===== src/rtl/pipeline_issue_pkg.sv =====
// Shared widths and helpers for the issue stage at the head of the address pipeline.
package pipeline_issue_pkg;

   localparam int unsigned ADDRESS_WIDTH       = 32;
   localparam int unsigned ID_WIDTH            = 3;
   localparam int unsigned DEF_MAX_OUTSTANDING = 8;

   // Width of a counter that must hold 0..max_out inclusive.
   function automatic int unsigned cnt_width(input int unsigned max_out);
      return $clog2(max_out + 1);
   endfunction

endpackage


===== src/rtl/pipeline_issue_if.sv =====
// Request handshake carrying addresses into the issue stage.
interface pipeline_issue_if
   import pipeline_issue_pkg::*;
#(
   parameter int unsigned ADDR_W = ADDRESS_WIDTH
);
   logic              req_valid;
   logic              req_ready;
   logic [ADDR_W-1:0] req_address;

   modport master (output req_valid, output req_address, input  req_ready);
   modport slave  (input  req_valid, input  req_address, output req_ready);
endinterface


===== src/rtl/pipeline_issue_id_tracker.sv =====
// Transaction ID allocator: busy bitmap, next_id counter, outstanding count, sticky retire error.
module pipeline_issue_id_tracker
   import pipeline_issue_pkg::*;
#(
   parameter int unsigned ID_W            = ID_WIDTH,
   parameter int unsigned MAX_OUTSTANDING = DEF_MAX_OUTSTANDING,
   parameter int unsigned CNT_W           = cnt_width(MAX_OUTSTANDING)
) (
   input  logic             clk,
   input  logic             reset_n,
   input  logic             alloc,
   input  logic             release_a,
   input  logic [ID_W-1:0]  release_a_id,
   input  logic             release_b,
   input  logic [ID_W-1:0]  release_b_id,
   output logic [ID_W-1:0]  next_id,
   output logic             busy_next,
   output logic [CNT_W-1:0] outstanding,
   output logic             err
);
   localparam int unsigned NUM_IDS = 1 << ID_W;

   logic [NUM_IDS-1:0] busy;
   logic [NUM_IDS-1:0] busy_d;
   logic [CNT_W-1:0]   outstanding_d;
   logic               hit_a;
   logic               hit_b;
   logic               same_id;
   logic [1:0]         dec;

   assign busy_next = busy[next_id];

   // Releases only count against IDs that are actually in flight; a double release of one ID counts once.
   always_comb begin
      busy_d        = busy;
      hit_a         = release_a && busy[release_a_id];
      hit_b         = release_b && busy[release_b_id];
      same_id       = release_a_id == release_b_id;
      dec           = 2'(hit_a) + 2'(hit_b && !(hit_a && same_id));
      if (hit_a) busy_d[release_a_id] = 1'b0;
      if (hit_b) busy_d[release_b_id] = 1'b0;
      if (alloc) busy_d[next_id]      = 1'b1;
      outstanding_d = outstanding + CNT_W'(alloc) - CNT_W'(dec);
   end

   always_ff @(posedge clk or negedge reset_n) begin
      if (!reset_n) begin
         busy        <= '0;
         next_id     <= '0;
         outstanding <= '0;
         err         <= 1'b0;
      end else begin
         busy        <= busy_d;
         outstanding <= outstanding_d;
         if (alloc) next_id <= next_id + ID_W'(1);
         if (release_a && !busy[release_a_id]) err <= 1'b1;
      end
   end
endmodule


===== src/rtl/pipeline_issue.sv =====
// Issue stage: accepts requests, tags them with IDs, feeds stage 0 and forwards flush commands.
module pipeline_issue
   import pipeline_issue_pkg::*;
#(
   parameter int unsigned ADDR_W          = ADDRESS_WIDTH,
   parameter int unsigned ID_W            = ID_WIDTH,
   parameter int unsigned MAX_OUTSTANDING = DEF_MAX_OUTSTANDING
) (
   input  logic                                   clk,
   input  logic                                   reset_n,
   pipeline_issue_if.slave                        req,
   input  logic                                   cmd_flush,
   input  logic [ID_W-1:0]                        cmd_flush_id,
   input  logic                                   retire_valid,
   input  logic [ID_W-1:0]                        retire_id,
   input  logic                                   in_stall,
   output logic [ADDR_W-1:0]                      out_address,
   output logic [ID_W-1:0]                        out_id,
   output logic                                   out_valid,
   output logic                                   out_flush,
   output logic [ID_W-1:0]                        out_flush_id,
   output logic [cnt_width(MAX_OUTSTANDING)-1:0]  outstanding,
   output logic                                   err_retire
);
   localparam int unsigned CNT_W = cnt_width(MAX_OUTSTANDING);

   logic [ID_W-1:0] next_id;
   logic            busy_next;
   logic            accept;
   logic            kill_held;

   pipeline_issue_id_tracker #(
      .ID_W            (ID_W),
      .MAX_OUTSTANDING (MAX_OUTSTANDING),
      .CNT_W           (CNT_W)
   ) u_tracker (
      .clk          (clk),
      .reset_n      (reset_n),
      .alloc        (accept),
      .release_a    (retire_valid),
      .release_a_id (retire_id),
      .release_b    (cmd_flush),
      .release_b_id (cmd_flush_id),
      .next_id      (next_id),
      .busy_next    (busy_next),
      .outstanding  (outstanding),
      .err          (err_retire)
   );

   // No same-cycle retire bypass: readiness depends on registered state only.
   assign req.req_ready = !in_stall && !cmd_flush && !busy_next &&
                          (outstanding < CNT_W'(MAX_OUTSTANDING));
   assign accept        = req.req_valid && req.req_ready;
   assign kill_held     = cmd_flush && out_valid && (out_id == cmd_flush_id);

   // Output register toward stage 0; a flush of the held ID turns a stalled slot into a bubble.
   always_ff @(posedge clk or negedge reset_n) begin
      if (!reset_n) begin
         out_address <= '0;
         out_id      <= '0;
         out_valid   <= 1'b0;
      end else if (!in_stall) begin
         out_address <= accept ? req.req_address : '0;
         out_id      <= accept ? next_id : '0;
         out_valid   <= accept;
      end else if (kill_held) begin
         out_address <= '0;
         out_id      <= '0;
         out_valid   <= 1'b0;
      end
   end

   // Flush chain ignores the stall so a flush is never lost.
   always_ff @(posedge clk or negedge reset_n) begin
      if (!reset_n) begin
         out_flush    <= 1'b0;
         out_flush_id <= '0;
      end else begin
         out_flush    <= cmd_flush;
         out_flush_id <= cmd_flush_id;
      end
   end
endmodule


===== src/flat_wrapper.sv =====
// flat-port wrapper written by rule: the top's interface ports become plain ports
module pipeline_issue_flat import pipeline_issue_pkg::*;
#(
   parameter int unsigned ADDR_W          = ADDRESS_WIDTH,
   parameter int unsigned ID_W            = ID_WIDTH,
   parameter int unsigned MAX_OUTSTANDING = DEF_MAX_OUTSTANDING
)
  (clk, reset_n, cmd_flush, cmd_flush_id, retire_valid, retire_id, in_stall, out_address, out_id, out_valid, out_flush, out_flush_id, outstanding, err_retire, req_req_valid, req_req_address, req_req_ready);
  pipeline_issue_if #(.ADDR_W(ADDR_W)) req_i ();
  input  logic clk;
  input  logic reset_n;
  input  logic cmd_flush;
  input  logic [ID_W-1:0] cmd_flush_id;
  input  logic retire_valid;
  input  logic [ID_W-1:0] retire_id;
  input  logic in_stall;
  output logic [ADDR_W-1:0] out_address;
  output logic [ID_W-1:0] out_id;
  output logic out_valid;
  output logic out_flush;
  output logic [ID_W-1:0] out_flush_id;
  output logic [cnt_width(MAX_OUTSTANDING)-1:0] outstanding;
  output logic err_retire;
  input wire logic [$bits(req_i.req_valid)-1:0] req_req_valid;
  input wire logic [$bits(req_i.req_address)-1:0] req_req_address;
  output wire logic [$bits(req_i.req_ready)-1:0] req_req_ready;
  assign req_i.req_valid = req_req_valid;
  assign req_i.req_address = req_req_address;
  assign req_req_ready = req_i.req_ready;
  pipeline_issue #(.ADDR_W(ADDR_W), .ID_W(ID_W), .MAX_OUTSTANDING(MAX_OUTSTANDING)) u_core (.clk(clk), .reset_n(reset_n), .req(req_i), .cmd_flush(cmd_flush), .cmd_flush_id(cmd_flush_id), .retire_valid(retire_valid), .retire_id(retire_id), .in_stall(in_stall), .out_address(out_address), .out_id(out_id), .out_valid(out_valid), .out_flush(out_flush), .out_flush_id(out_flush_id), .outstanding(outstanding), .err_retire(err_retire));
endmodule

===== config.mk =====
export PLATFORM = sky130hd
export DESIGN_NAME = pipeline_issue_flat
export DESIGN_NICKNAME = d
export VERILOG_FILES = /design/src/rtl/pipeline_issue_pkg.sv /design/src/rtl/pipeline_issue_if.sv /design/src/rtl/pipeline_issue_id_tracker.sv /design/src/rtl/pipeline_issue.sv /design/src/flat_wrapper.sv
export SDC_FILE = /design/constraint.sdc
export NUM_CORES = 1
export LEC_CHECK = 0
export CAP_MARGIN = 0
export CORE_ASPECT_RATIO = 1.4
export CORE_UTILIZATION = 48
export DETAILED_ROUTE_END_ITERATION = 8
export GPL_TIMING_DRIVEN = 0
export PLACE_DENSITY = 0.82
export RECOVER_POWER = 25
export SLEW_MARGIN = 20
export SYNTH_ARGS = -nofsm -noshare
export SYNTH_HDL_FRONTEND = slang
export SYNTH_SLANG_ARGS = --single-unit

===== constraint.sdc =====
create_clock -name clk -period 5.7 [get_ports clk]
set_clock_uncertainty 0.15 [all_clocks]
set_input_delay 1.71 -clock clk [delete_from_list [all_inputs] [get_ports clk]]
set_output_delay 1.71 -clock clk [all_outputs]
set_load 0.01 [all_outputs]

==> results of run 1 <==
[sequential cells by signal, summed over array words and instances (netlist names)]
register	count
u_core.out_flush	1
u_core.out_address	32
u_core.u_tracker.outstanding	4
u_core.u_tracker.next_id	3
u_core.u_tracker.busy	8
u_core.u_tracker.err	1
u_core.out_valid	1
u_core.out_id	3
u_core.out_flush_id	3
[power breakdown]
part	internal (W)	leakage (nW)	switching, W
clock	0.000155	0.0645	0.000125
combinational	0.000222	0.781	0.000177
sequential	0.000472	0.744	0.0000713
[kinds of logic after synthesis]
kind of cell / after synthesis / share of synthesized area (%)
compound gates: 63 / 19.79
mux: 11 / 4.874
simple gates: 36 / 7.878
fa+ha+maj: 6 / 3.250
flops: 56 / 55.15
buf+inv: 21 / 5.613
xor+xnor: 10 / 3.447
[worst paths after layout]
kind / startpoint / endpoint / slack (ns) / depth (start not counted)
max in group asynchronous: reset_n / u_core.out_address[11] / 1.60 / 1
worst min-delay path: u_core.u_tracker.err / u_core.u_tracker.err / 0.31 / 1
worst min register to register: u_core.u_tracker.err / u_core.u_tracker.err / 0.31 / 1
worst max register to register: u_core.u_tracker.busy[6] / u_core.u_tracker.outstanding[3] / 2.44 / 14
worst max-delay path: cmd_flush / req_req_ready / 0.25 / 5
min in group asynchronous: reset_n / u_core.out_address[24] / 2.17 / 1
[cells in the mapped netlist (all sizes together), types with 3 or more instances]
library cell,instances
a21oi,3
a22o,34
buf,11
clkbuf,4
dfrtp,56
ha,5
inv,6
mux2i,9
nand2,12
nand2b,9
nand3,3
nor3,5
o21ai,8
o221ai,3
o22ai,5
o32ai,4
xnor2,7
xor2,3
[layout make-up]
class / instances / area, um2 / share of cell area (%)
buffer: 15 / 117.6 / 3.254
clock buffer: 7 / 96.34 / 2.665
tap: 66 / 82.58 / 2.285
multi-input combinational: 126 / 997.2 / 27.59
sequential: 56 / 1401 / 38.77
timing repair buffer: 87 / 864.6 / 23.92
clock inverter: 1 / 30.03 / 0.8307
inverter: 6 / 25.02 / 0.6923
[layer usage]
layer	up-vias	GRT usage (%)
met2	86	39.07
li1	938	-
met4	0	10.54
met5	-	0
met3	12	3.776
met1	984	29.78
[per-stage QoR]
step | util, % | instances | total power, W | cell area (um2)
final | 70.60 | 364 | 0.001221 | 3615
after global routing | 70.60 | 364 | 0.001297 | 3615
after CTS | 70.67 | 364 | 0.001231 | 3618
after detailed placement | 68.21 | 356 | 0.0009483 | 3492
after global placement | 68.26 | 356 | 0.0009309 | 3495
after floorplan | - | 203 | 0.0007554 | 2541
==> flow_metrics.py, run 1 <==
metrics = {
    "min_path": {
        "worstHoldPathType": "register to register",
    },
    "sta": {
        "slew_headroom_pct": -91.83,
        "min_period_ns": 5.455,
        "whs_ns": 0.3098,
        "drv_slew": 57,
        "rsz0062_at_grt": "no",
        "period_share_pct": 95.70,
        "hold_viol": 0,
        "max_freq_mhz": 183.3,
        "setup_tns_ns": 0,
        "setup_viol": 0,
        "worst_slew_pin_slew_ns": 2.877,
        "worst_slack_ns": 0.2452,
    },
    "synthesis": {
        "yosys_register_bits": 56,
        "post-synth-top-area-fraction_pct": 55.15,
        "synth_cells": 203,
        "yosys_warnings": 0,
        "yosysSeqAreaShare_pct": 55.15,
        "synth_cell_types": 38,
        "synth-main-ff-cell": "dfrtp_1",
        "syn_nets": 253,
        "synthArstFlopShare_pct": 100.0,
        "avgSynthCellArea_um2": 12.52,
        "syn-cell-area_um2": 2541,
        "synth-edff-count": 0,
        "synth.area.top_cells": "dfrtp_1 55%, a22o_1 12%, mux2i_1 3.5%",
        "yosysTopAreaCell": "dfrtp_1",
    },
    "global_routing": {
        "grt_pass1_vias": 2075,
        "grt_max_degree": 57,
        "grt_remaining_overflow": 0,
        "grtUsageTotal_pct": 23.35,
        "antenna_found_initial": 0,
        "grt_pass1_wl_um": 9977,
    },
    "die": {
        "die_x_um": 63.50,
        "rows": 31,
        "core-area_um2": 5120,
        "die_y_um": 88.09,
        "dieArea_um2": 5593,
        "floorplan.initialDensity_pct": 49.63,
        "ios": 90,
    },
    "cts": {
        "clock_path_buffers": 2,
        "insertion_delay_ns": 0.30,
        "cts_tree": "done",
        "htree_levels": 2,
        "clock_sinks": 56,
        "post_cts_buffers": 0,
        "clkTransAtPathRegs_ns": 0.09,
        "numCtsBuffers": 5,
        "cts_resized": 0,
        "hold_buffers": 0,
        "clock-root-buffer": "clkbuf_8",
    },
    "final_layout": {
        "nets": 347,
        "diodes": 0,
        "num-fill-cells": 401,
        "final_cell_mix": "83 x clkdlybuf4s50_1, 56 x dfrtp_1, 34 x a22o_1",
        "drive_above_1_share_pct": 8.389,
        "final_common_cell": "clkdlybuf4s50_1",
        "syn_to_final_growth_pct": 42.25,
    },
    "route": {
        "vias_per_cell": 5.549,
        "drt_iter0_drc": 97,
        "drc_errors": 0,
        "routed.top_layer": "met4",
        "wl_met1_um": 2453,
        "avgRoutedWirePerCell_um": 16.56,
        "routed-wl-met2_um": 3116,
        "vias": 2020,
        "wirelength_um": 6029,
        "first_pass_iters": 4,
        "final_antenna_net_count": 0,
        "met3_length_um": 303,
    },
    "placement": {
        "dpl_worst_slack_ns": 0.2645,
        "io_buffers": 87,
        "place.detailed.hpwl_um": 4341,
        "place_congestion": 0.8973,
    },
    "worst_setup_path": {
        "cp-start-kind": "primary input",
        "worst_ep_required_time_ns": 3.84,
        "path_common_cell": "clkdlybuf4s50_1",
        "cpLargestDelayFamily": "buffers and inverters",
        "worst-path-buf-inv": 2,
        "path_cells": "clkdlybuf4s50_1 -> nor3_1 -> o221ai_1 -> a21oi_4 -> clkdlybuf4s50_1",
        "crit_arrival_ns": 3.59,
        "slowest_stage": "clkdlybuf4s50_1",
        "criticalPathCategory": "primary input to output port",
        "cp_slowest_stage_delay_ns": 0.56,
        "critical_path.max_fanout": 6,
        "critPathCaptureType": "output port",
    },
    "power": {
        "p_per_area_nw_per_um2": 337.9,
        "ir_drop_mv": 0.2143,
        "total_leakage_power_nw": 1.589,
    },
    "job": {
        "drv_cap": 1,
    },
    "outcome": {
        "outcome": "complete, but fails checks",
        "violations": "capacitance limit, slew limit",
    },
}
No activity file was read; power rests on OpenSTA's default activity.
==> run 2: changes to the inputs <==
--- a/config.mk
+++ b/config.mk
@@ -6,11 +6,13 @@
 export NUM_CORES = 1
 export LEC_CHECK = 0
 export CAP_MARGIN = 0
+export CELL_PAD_IN_SITES_DETAIL_PLACEMENT = 2
+export CELL_PAD_IN_SITES_GLOBAL_PLACEMENT = 2
 export CORE_ASPECT_RATIO = 1.4
-export CORE_UTILIZATION = 48
+export CORE_UTILIZATION = 30
 export DETAILED_ROUTE_END_ITERATION = 8
 export GPL_TIMING_DRIVEN = 0
-export PLACE_DENSITY = 0.82
+export PLACE_DENSITY = 0.81
 export RECOVER_POWER = 25
 export SLEW_MARGIN = 20
 export SYNTH_ARGS = -nofsm -noshare
==> run 2 against run 1 <==
Net effect:
- the flow still finishes with violations (capacitance limit, slew limit)
- die area up 58%
- hold slack better by 0.0014 ns
- clock power up 14%
- register-to-register slack worse by 0.04 ns
- wire length up 23%
- maximum frequency down 0.88%
- highest routed layer unchanged
==> flow_metrics.py, run 2 (same netlist as run 1, synthesis figures left out) <==
metrics = {
    "outcome": {
        "outcome": "complete, but fails checks",
        "violations": "capacitance limit, slew limit",
    },
    "power": {
        "ir_drop_mv": 0.1469,
        "total_leakage_power_nw": 1.598,
        "p_per_area_nw_per_um2": 345.0,
    },
    "route": {
        "vias_per_cell": 5.173,
        "first_pass_iters": 4,
        "drc_errors": 0,
        "vias": 2069,
        "routed.top_layer": "met4",
        "final_antenna_net_count": 0,
        "drt_iter0_drc": 99,
        "routed-wl-met2_um": 3909,
        "wirelength_um": 7406,
        "wl_met1_um": 2973,
        "avgRoutedWirePerCell_um": 18.52,
        "met3_length_um": 309,
    },
    "cts": {
        "clock-root-buffer": "clkbuf_16",
        "cts_tree": "done",
        "post_cts_buffers": 0,
        "numCtsBuffers": 5,
        "cts_resized": 0,
        "hold_buffers": 0,
        "clkTransAtPathRegs_ns": 0.07,
        "clock_sinks": 56,
        "htree_levels": 2,
        "clock_path_buffers": 2,
        "insertion_delay_ns": 0.30,
    },
    "job": {
        "drv_cap": 1,
    },
    "sta": {
        "max_freq_mhz": 181.7,
        "setup_tns_ns": 0,
        "slew_headroom_pct": -44.17,
        "drv_slew": 40,
        "setup_viol": 0,
        "worst_slew_pin_slew_ns": 2.163,
        "min_period_ns": 5.504,
        "hold_viol": 0,
        "period_share_pct": 96.55,
        "rsz0062_at_grt": "no",
        "whs_ns": 0.3112,
    },
    "global_routing": {
        "grtUsageTotal_pct": 17.98,
        "grt_pass1_vias": 2347,
        "grt_pass1_wl_um": 12230,
        "antenna_found_initial": 0,
        "grt_remaining_overflow": 0,
        "grt_max_degree": 40,
    },
    "final_layout": {
        "final_cell_mix": "86 x clkdlybuf4s50_1, 56 x dfrtp_1, 34 x a22o_1",
        "largest_register_ffs": 32,
        "multi_input_area_um2": 997.2,
        "top_regs": "u_core.out_address x32, u_core.u_tracker.busy x8, u_core.u_tracker.outstanding x4",
        "nets": 348,
        "syn_to_final_growth_pct": 45.00,
        "num-fill-cells": 854,
        "regMostFlops": "u_core.out_address",
        "stdcell_count": 400,
        "final_common_cell": "clkdlybuf4s50_1",
        "ff_latch_area_um2": 1401,
        "drive_above_1_share_pct": 8.054,
        "diodes": 0,
    },
    "placement": {
        "io_buffers": 87,
        "place_inst": 393,
        "place_congestion": 0.7919,
        "place.detailed.hpwl_um": 5455,
    },
    "die": {
        "floorplan.initialDensity_pct": 31.00,
        "rows": 39,
        "core-area_um2": 8198,
        "die_y_um": 110.9,
        "ios": 90,
        "die_x_um": 79.79,
        "dieArea_um2": 8848,
    },
    "min_path": {
        "worstHoldPathType": "register to register",
        "worstHoldPathCells": 1,
    },
    "worst_setup_path": {
        "setup.reg_to_reg.worst_slack_ns": 2.40,
        "cp-start-kind": "primary input",
        "critPathCaptureType": "output port",
        "worstRegToRegCells": 14,
        "criticalPathCategory": "primary input to output port",
        "crit_arrival_ns": 3.64,
        "critical_path.max_fanout": 6,
        "worst_ep_required_time_ns": 3.84,
    },
}
[run 2: layout make-up]
type                    instances  area share (%)
flip-flops and latches         56           38.03
multi-input cells             126           27.06
repair buffers                 88           23.57
clock buffers                   6           3.769
well taps                     102           3.463
plain buffers                  15           3.192
inverters                       6          0.6791
clock inverters                 1          0.2377
[run 2: where the power goes]
group	total [W]	switching (W)	leakage [nW]	internal [W]
Combinational	0.000406	0.000182	0.782	0.000223
Sequential	0.000546	0.0000734	0.744	0.000472
Clock	0.000320	0.000146	0.0729	0.000174
[run 2: worst max-delay path, cell delays in order]
cell and delay, ns:
clkdlybuf4s50_1 0.52, nor3_1 0.37, o221ai_1 0.25, a21oi_4 0.23, clkdlybuf4s50_1 0.57
[run 2: worst paths after layout]
path | from | to
worst max-delay path | cmd_flush | req_req_ready
worst min-delay path | u_core.u_tracker.err | u_core.u_tracker.err
worst max register to register | u_core.u_tracker.busy[3] | u_core.u_tracker.outstanding[3]
worst min register to register | u_core.u_tracker.err | u_core.u_tracker.err
max in group asynchronous | reset_n | u_core.out_id[1]
min in group asynchronous | reset_n | u_core.out_address[27]
[run 2: per-stage QoR]
step	instance area [um2]	setup slack, ns	util, %	total power (W)
3_3_place_gp	3540	0.1885	43.18	0.0009452
4_1_cts	3705	0.1317	45.19	0.001298
3_5_place_dp	3557	0.1644	43.39	0.0009684
6_report	3685	0.1965	44.95	0.001271
2_1_floorplan	2541	1.245	-	0.0007554
5_1_grt	3685	0.1114	44.95	0.001346
[run 2: per-layer routing]
layer,track usage [%],vias up
met5,0,-
met4,7.024,0
met3,3.374,16
met2,31.79,71
met1,20.94,1038
li1,-,944
